**src/rtl/spi_slave_sequencer.sv**
```systemverilog
// spi_slave_sequencer: system-clock control FSM for the SPI memory slave datapath.
// Counts header and data bits from conditioned SCLK edge pulses and issues the
// one-cycle load/write strobes for the shift register, address latch and data
// memory, plus the MISO tri-state enable. All outputs are registered and
// Moore-decoded from the next-state value, so they track the state register
// exactly and never glitch on input changes.

module spi_slave_sequencer #(
  parameter int unsigned WIDTH = 8
) (
  input  logic clk,
  input  logic reset,
  input  logic cs_cond,
  input  logic sclk_pos,
  input  logic sclk_neg,
  input  logic rw_bit,
  output logic sr_we,
  output logic addr_we,
  output logic dm_we,
  output logic miso_buf_en,
  output logic busy,
  output logic frame_err
);

  localparam int unsigned CntW = $clog2(WIDTH + 1);
  localparam logic [CntW-1:0] LastBit = CntW'(WIDTH - 1);

  typedef enum logic [3:0] {
    StIdle,
    StGetAddr,
    StGotAddr,
    StReadWait,
    StReadLoad,
    StReadShift,
    StWriteShift,
    StWriteCommit,
    StDone
  } state_e;

  state_e          state_q, state_d;
  logic [CntW-1:0] cnt_q, cnt_d;
  logic            sr_we_q, sr_we_d;
  logic            addr_we_q, addr_we_d;
  logic            dm_we_q, dm_we_d;
  logic            miso_buf_en_q, miso_buf_en_d;
  logic            busy_q, busy_d;
  logic            frame_err_q, frame_err_d;

  logic abortable;
  logic abort;
  logic count_en;

  // SCLK falling edges only matter to the datapath.
  logic unused_sclk_neg;
  assign unused_sclk_neg = sclk_neg;

  // States in which cs_cond rising means the master gave up mid-frame.
  always_comb begin
    abortable = 1'b0;
    unique case (state_q)
      StGetAddr, StGotAddr, StReadWait, StReadLoad, StReadShift, StWriteShift: abortable = 1'b1;
      default: abortable = 1'b0;
    endcase
  end

  assign abort = abortable & cs_cond;

  // Next-state logic; an abort overrides every normal transition and any sclk_pos.
  always_comb begin
    state_d  = state_q;
    count_en = 1'b0;
    unique case (state_q)
      StIdle: begin
        if (!cs_cond) state_d = StGetAddr;
      end
      StGetAddr: begin
        if (sclk_pos) begin
          if (cnt_q == LastBit) state_d = StGotAddr;
          else                  count_en = 1'b1;
        end
      end
      StGotAddr: begin
        state_d = rw_bit ? StReadWait : StWriteShift;
      end
      StReadWait: begin
        state_d = StReadLoad;
      end
      StReadLoad: begin
        state_d = StReadShift;
      end
      StReadShift: begin
        if (sclk_pos) begin
          if (cnt_q == LastBit) state_d = StDone;
          else                  count_en = 1'b1;
        end
      end
      StWriteShift: begin
        if (sclk_pos) begin
          if (cnt_q == LastBit) state_d = StWriteCommit;
          else                  count_en = 1'b1;
        end
      end
      StWriteCommit: begin
        // All data bits are in, so the commit always happens; cs high just skips DONE.
        state_d = cs_cond ? StIdle : StDone;
      end
      StDone: begin
        if (cs_cond) state_d = StIdle;
      end
      default: begin
        state_d = StIdle;
      end
    endcase

    if (abort) begin
      state_d  = StIdle;
      count_en = 1'b0;
    end
  end

  // Bit counter restarts from zero on every state change.
  always_comb begin
    cnt_d = cnt_q;
    if (state_d != state_q) cnt_d = '0;
    else if (count_en)      cnt_d = cnt_q + CntW'(1);
  end

  // Output decode from the next state so registered outputs line up with state_q.
  always_comb begin
    sr_we_d       = 1'b0;
    addr_we_d     = 1'b0;
    dm_we_d       = 1'b0;
    miso_buf_en_d = 1'b0;
    busy_d        = (state_d != StIdle);
    frame_err_d   = abort;
    unique case (state_d)
      StGotAddr: begin
        addr_we_d = 1'b1;
      end
      StReadLoad: begin
        sr_we_d       = 1'b1;
        miso_buf_en_d = 1'b1;
      end
      StReadShift: begin
        miso_buf_en_d = 1'b1;
      end
      StWriteCommit: begin
        dm_we_d = 1'b1;
      end
      default: begin
        sr_we_d = 1'b0;
      end
    endcase
  end

  // State, counter and registered outputs; synchronous reset wins over everything.
  always_ff @(posedge clk) begin
    if (reset) begin
      state_q       <= StIdle;
      cnt_q         <= '0;
      sr_we_q       <= 1'b0;
      addr_we_q     <= 1'b0;
      dm_we_q       <= 1'b0;
      miso_buf_en_q <= 1'b0;
      busy_q        <= 1'b0;
      frame_err_q   <= 1'b0;
    end else begin
      state_q       <= state_d;
      cnt_q         <= cnt_d;
      sr_we_q       <= sr_we_d;
      addr_we_q     <= addr_we_d;
      dm_we_q       <= dm_we_d;
      miso_buf_en_q <= miso_buf_en_d;
      busy_q        <= busy_d;
      frame_err_q   <= frame_err_d;
    end
  end

  assign sr_we       = sr_we_q;
  assign addr_we     = addr_we_q;
  assign dm_we       = dm_we_q;
  assign miso_buf_en = miso_buf_en_q;
  assign busy        = busy_q;
  assign frame_err   = frame_err_q;

endmodule

```
**config.mk**
```make
export PLATFORM = sky130hd
export DESIGN_NAME = spi_slave_sequencer
export DESIGN_NICKNAME = d
export VERILOG_FILES = /design/src/rtl/spi_slave_sequencer.sv
export SDC_FILE = /design/constraint.sdc
export NUM_CORES = 1
export LEC_CHECK = 0
export ABC_AREA = 0
export BUFFER_PORTS_ARGS = -buffer_cell sky130_fd_sc_hd__buf_2
export CAP_MARGIN = 15
export CORE_MARGIN = 2
export CORE_UTILIZATION = 48
export DETAILED_ROUTE_END_ITERATION = 16
export PLACE_DENSITY = 0.72
export SETUP_SLACK_MARGIN = 0.3
export SYNTH_ARGS = -nofsm -noshare
export SYNTH_HDL_FRONTEND = slang
export SYNTH_SLANG_ARGS = --single-unit
```
**constraint.sdc**
```tcl
create_clock -name clk -period 1.74 [get_ports clk]
set_input_delay 0.174 -clock clk [delete_from_list [all_inputs] [get_ports clk]]
set_output_delay 0.174 -clock clk [all_outputs]
set_load 0.02 [all_outputs]
```
=== Yosys cells after proc, flatten, opt, wreduce, memory -nomap -nowiden ===
Index checks and enable logic that the tools add are counted.

* Flip-flop bits (word level): 14
* Bits in latches: 0
* Bits in writable memories: 0
* Bits in read-only memories: 0
* Output and inout bits: 6
* Logic and storage cells: 51
* Memories kept: 0

* Add/sub/neg operators: 1
* Multipliers: 0
* Div/mod/pow operators: 0
* $lt $le $gt $ge: 0
* Eq/ne operators: 14
* Shift-type cells: 0
* Muxes and demuxes: 21
* Bitwise gates (word level): 1
* Reduce and logical (&&, ||, !) cells: 6

{| class="wikitable"
|+ Operators by type and width
! operator !! number
|-
| $mux 4 || 10
|-
| $pmux 4 s9 || 1
|-
| $eq 4x3->1 const B || 8
|-
| $eq 4x2->1 const B || 3
|-
| $mux 1 || 9
|-
| $reduce_or 6->1 || 1
|-
| $add 4x1->4 const B || 1
|-
| $eq 4x1->1 const B || 1
|-
| $eq 4x4->1 const B || 1
|-
| $logic_not 4->1 || 1
|-
| $ne 4x4->1 || 1
|-
| $reduce_bool 4->1 || 1
|-
| $reduce_or 2->1 || 2
|-
| $mux 3 || 1
|-
| $reduce_or 3->1 || 1
|-
| $and 1x1->1 || 1
|}

=== Longest topological paths before layout ===
* Depth after elaboration: 8
* Depth in mapped cells: 6
* Gate-level depth less buffers: 6

=== Worst setup path after synthesis ===
Ideal clock, no wire load.

* Path kind: register to register
* From: register cnt_q[0]
* To: register dm_we_q, in the netlist dm_we
* Arrival: 1,625 ps
* Slack: 27 ps
* Cell stages (with the launch flop): 6
* Cell sequence: dfxtp_1 -> ha_1 -> and4b_1 -> o21ai_1 -> or4b_4 -> nor4_2

* Word-level cells in the longest chain between the ends: 7
* Elaborated cells between the ends (all ways): 11

{| class="wikitable"
|+ RTL lines
! item !! line !! RTL
|-
| start: declaration || 41 || <nowiki>logic [CntW-1:0] cnt_q, cnt_d;</nowiki>
|-
| start signal: assignment || 169 || <nowiki>cnt_q <= cnt_d;</nowiki>
|-
| $eq 4x3->1 * || 78, 93, 99 ||
|-
| $mux 4 (on tied branches) || 99, 78, 93 ||
|-
| $mux 4 (on tied branches) || 98, 77, 92 ||
|-
| $pmux 4 s9 * || 72 || <nowiki>unique case (state_q)</nowiki>
|-
| $mux 4 * || 115 || <nowiki>if (abort) begin</nowiki>
|-
| $eq 4x3->1 * || 136 || <nowiki>unique case (state_d)</nowiki>
|-
| $mux 1 * || 136 ||
|-
| end signal: assignment || 172 || <nowiki>dm_we_q <= dm_we_d;</nowiki>
|-
| end: declaration || 44 || <nowiki>logic dm_we_q, dm_we_d;</nowiki>
|}

Every way passes the cells marked *; elsewhere a longest branch is shown, timed or not.
A chain may end at the register's enable or synchronous reset.

=== Final worst setup path ===
* From: register cnt_q[0]
* To: register sr_we_q, in the netlist sr_we

* Word-level cells in the longest chain between the ends: 7
* Elaborated cells between the ends (all ways): 11

{| class="wikitable"
|+ RTL lines
! item !! line !! RTL
|-
| $eq 4x3->1 * || 78, 93, 99 ||
|-
| $mux 4 (on tied branches) || 99, 78, 93 ||
|-
| $mux 4 (on tied branches) || 98, 77, 92 ||
|-
| $pmux 4 s9 * || 72 ||
|-
| $mux 4 * || 115 ||
|-
| $eq 4x3->1 * || 136 ||
|-
| $mux 1 * || 136 ||
|-
| end signal: assignment || 170 || <nowiki>sr_we_q <= sr_we_d;</nowiki>
|-
| end: declaration || 42 || <nowiki>logic sr_we_q, sr_we_d;</nowiki>
|}

Marks and branches as above.

==> impl_metrics.csv <==
group,metric,value,unit
status,outcome,"completed",
floorplan,die_y,43.7,um
global_route,grt_pass1_wl,2990,um
synthesis,synth_area_per_cell,8.89,sq um
drt,viasPerCell,5.89,
synthesis,ys_warn_count,0,
drt,drc,0,
run,cap_violations,0,
placed_design,place_congestion,0.826,
sta,slew_headroom,77.9,%
sta,fmax,0.605,GHz
power_and_ir_drop,powerDensity,606,nW/um^2
synthesis,ys_types,45,
clocking,cts.htree.levels,1,
drt,wl,2030,um
sta,rsz0062_at_grt,"true",
drt,vias,771,
clocking,path_clk_slew,0.08,ns
drt,routed.top_layer,"met4",
synthesis,yosys_register_bits,14,
drt,dr_wl_met3,128,um
power_and_ir_drop,finalPower,0.668,mW
critical_path,cp_max_fo,3,
floorplan,dieWidth,43.7,um
critical_path,arrival,1.88,ns
synthesis,synth_edf_count,0,
sta,hold_viol,0,
synthesis,yosysSeqAreaShare,37.1,%
synthesis,synth_ff_type,"dfxtp_1",
final_layout,fin_nets,123,
clocking,cts_tree,"yes",
sta,timing.hold.ws,0.150,ns
clocking,holdBufCountCts,0,
critical_path,worst_setup_path_start_kind,"register",
critical_path,crit_required,1.97,ns
min_path,hold_depth,2,
global_route,grt_max_degree,15,
critical_path,r2r_cells,6,
floorplan,core_area,1490,sq um
final_layout,fill_cells,104,
clocking,cts_root_buffer,"clkbuf_4",
global_route,overflow,0,
placed_design,hpwl,1220,um
floorplan,io_pins,12,
sta,fin_crit,1.65,ns
final_layout,antenna_cells,0,
global_route,grt_pass1_vias,702,
floorplan,dieArea,1910,sq um
global_route,grt_usage,21.7,%
clocking,clk_path_buf_depth,2,
drt,drtAntennaViolNets,0,
synthesis,syn_area,756,sq um
global_route,antenna_found_initial,0,
sta,slew_viol_final,0,
sta,finalSetupViolCount,0,
clocking,numCtsBuffers,3,
drt,m1WireLength,833,um
clocking,cts_sinks,14,
drt,dr.pass1.iters,4,
synthesis,syn_inst,85,
floorplan,num_rows,14,
final_layout,syn_to_final_growth,45.9,%
synthesis,async_reset_ff_share,0,%
drt,wl_per_cell,15.5,um
sta,setup_tns,0,ns
clocking,insertion_delay,0.29,ns
power_and_ir_drop,leakage,0.467,nW
drt,route.met2.wl,1000,um
sta,finalCritPeriodShare,95.0,%
critical_path,critPathKind,"register to register",
placed_design,portBuffers,10,
sta,worst_pin_slew,0.329,ns
synthesis,syn-num-nets,92,
floorplan,start_util,50.8,%
min_path,hold_class,"primary input to register",
final_layout,drive_above_1_share,48.7,%
drt,first_iter_violations,30,
power_and_ir_drop,peakVddDrop,0.455,mV
sta,skew,0.00545,ns
critical_path,end_kind,"register",
cells in the mapped netlist (2+ instances only):
cell	number	area share, %
a211oi_1	2	2.0
a21oi_1	2	1.3
and2_1	2	1.7
buf_2	3	2.0
clkbuf_1	2	0.99
dfxtp_1	14	37
inv_1	2	0.99
nand2b_1	3	2.5
nand3_1	2	1.3
nand4_1	2	1.7
nor2_1	10	5.0
nor2b_1	2	1.7
nor3_1	2	1.3
nor3b_1	2	2.0
o21ai_0	3	2.0
or3_1	2	1.7
xor2_1	2	2.3
power by group:
| group | internal, mW | switching [mW] | leakage, nW |
|---|---|---|---|
| Combinational | 0.0553 | 0.0541 | 0.330 |
| Clock | 0.128 | 0.104 | 0.0210 |
| Sequential | 0.323 | 0.00373 | 0.117 |
| Total | 0.506 | 0.162 | 0.467 |
area by class of cell:
cell class | count | area [sq um] | area share (%)
repair buffers | 31 | 224 | 20.3
inverters | 3 | 11.3 | 1.02
clock buffers | 4 | 36.3 | 3.29
multi-input cells | 63 | 517 | 46.9
flip-flops and latches | 14 | 294 | 26.7
well taps | 16 | 20.0 | 1.82
cell usage in the layout, fill, tap and decap left out, types with 2 or more instances in the layout:
cell type,instances
buf_4,19
buf_2,10
nor2_1,9
dfxtp_1,9
nand2b_1,3
clkbuf_4,3
dfxtp_4,3
nand3_1,2
nor3b_1,2
a21oi_1,2
o21ai_0,2
nor2b_1,2
and2_1,2
nor4_2,2
nor3_1,2
inv_1,2
nand4_1,2
xor2_1,2
dfxtp_2,2
registers in the layout (all words and copies together), names as in the netlist:
register / count
state_q: 4
busy: 1
dm_we: 1
miso_buf_en: 1
addr_we: 1
sr_we: 1
cnt_q: 4
frame_err: 1
worst paths after layout:
kind | from | to | slack (ns)
setup / recovery | cnt_q[0] | sr_we | 0.09
hold / removal | reset | state_q[1] | 0.15
setup reg to reg | cnt_q[0] | sr_we | 0.09
hold reg to reg | cnt_q[3] | cnt_q[3] | 0.58
layer usage:
metal  vias to the layer above  global-route usage, %
li1                        374                      -
met1                       354                   24.7
met2                        32                   35.0
met3                        11                   6.67
met4                         0                   13.9
met5                         -                      0
metrics by stage:
step                cells  util (%)  setup slack (ns)  cell area, sq um
finish                131      74.0            0.0862              1100
global route          131      74.0            0.0229              1100
CTS                   125      67.5            0.0837              1000
detailed placement    116      60.3           0.00351               898
global placement      116      60.3            0.0484               898
floorplan              85         -            0.0835               776
worst max-delay path: stages, from the launching register on:
cell and delay (ns):
dfxtp_2 0.34, ha_4 0.16, and4b_1 0.21, o21ai_2 0.13, or4b_4 0.51, nor2b_4 0.13
and2_1 0.12
kinds of logic (layout without fill, tap and decap cells):
group	Yosys count	after routing	share of synthesized area [%]
simple gates	39	39	33.1
compound gates	19	19	18.9
flops	14	14	37.1
buf+inv	8	38	4.47
xor+xnor	3	3	3.48
fa+ha+maj	1	1	1.66
mux	1	1	1.32
timing repair:
action,4_1_cts,5_1_grt
endpoints found under the hold margin,0,0
gates resized for setup,9,8
setup endpoints to repair,12,13
pin swaps,12,9
setup buffers,5,6
No activity file was read; power rests on OpenSTA's default activity.
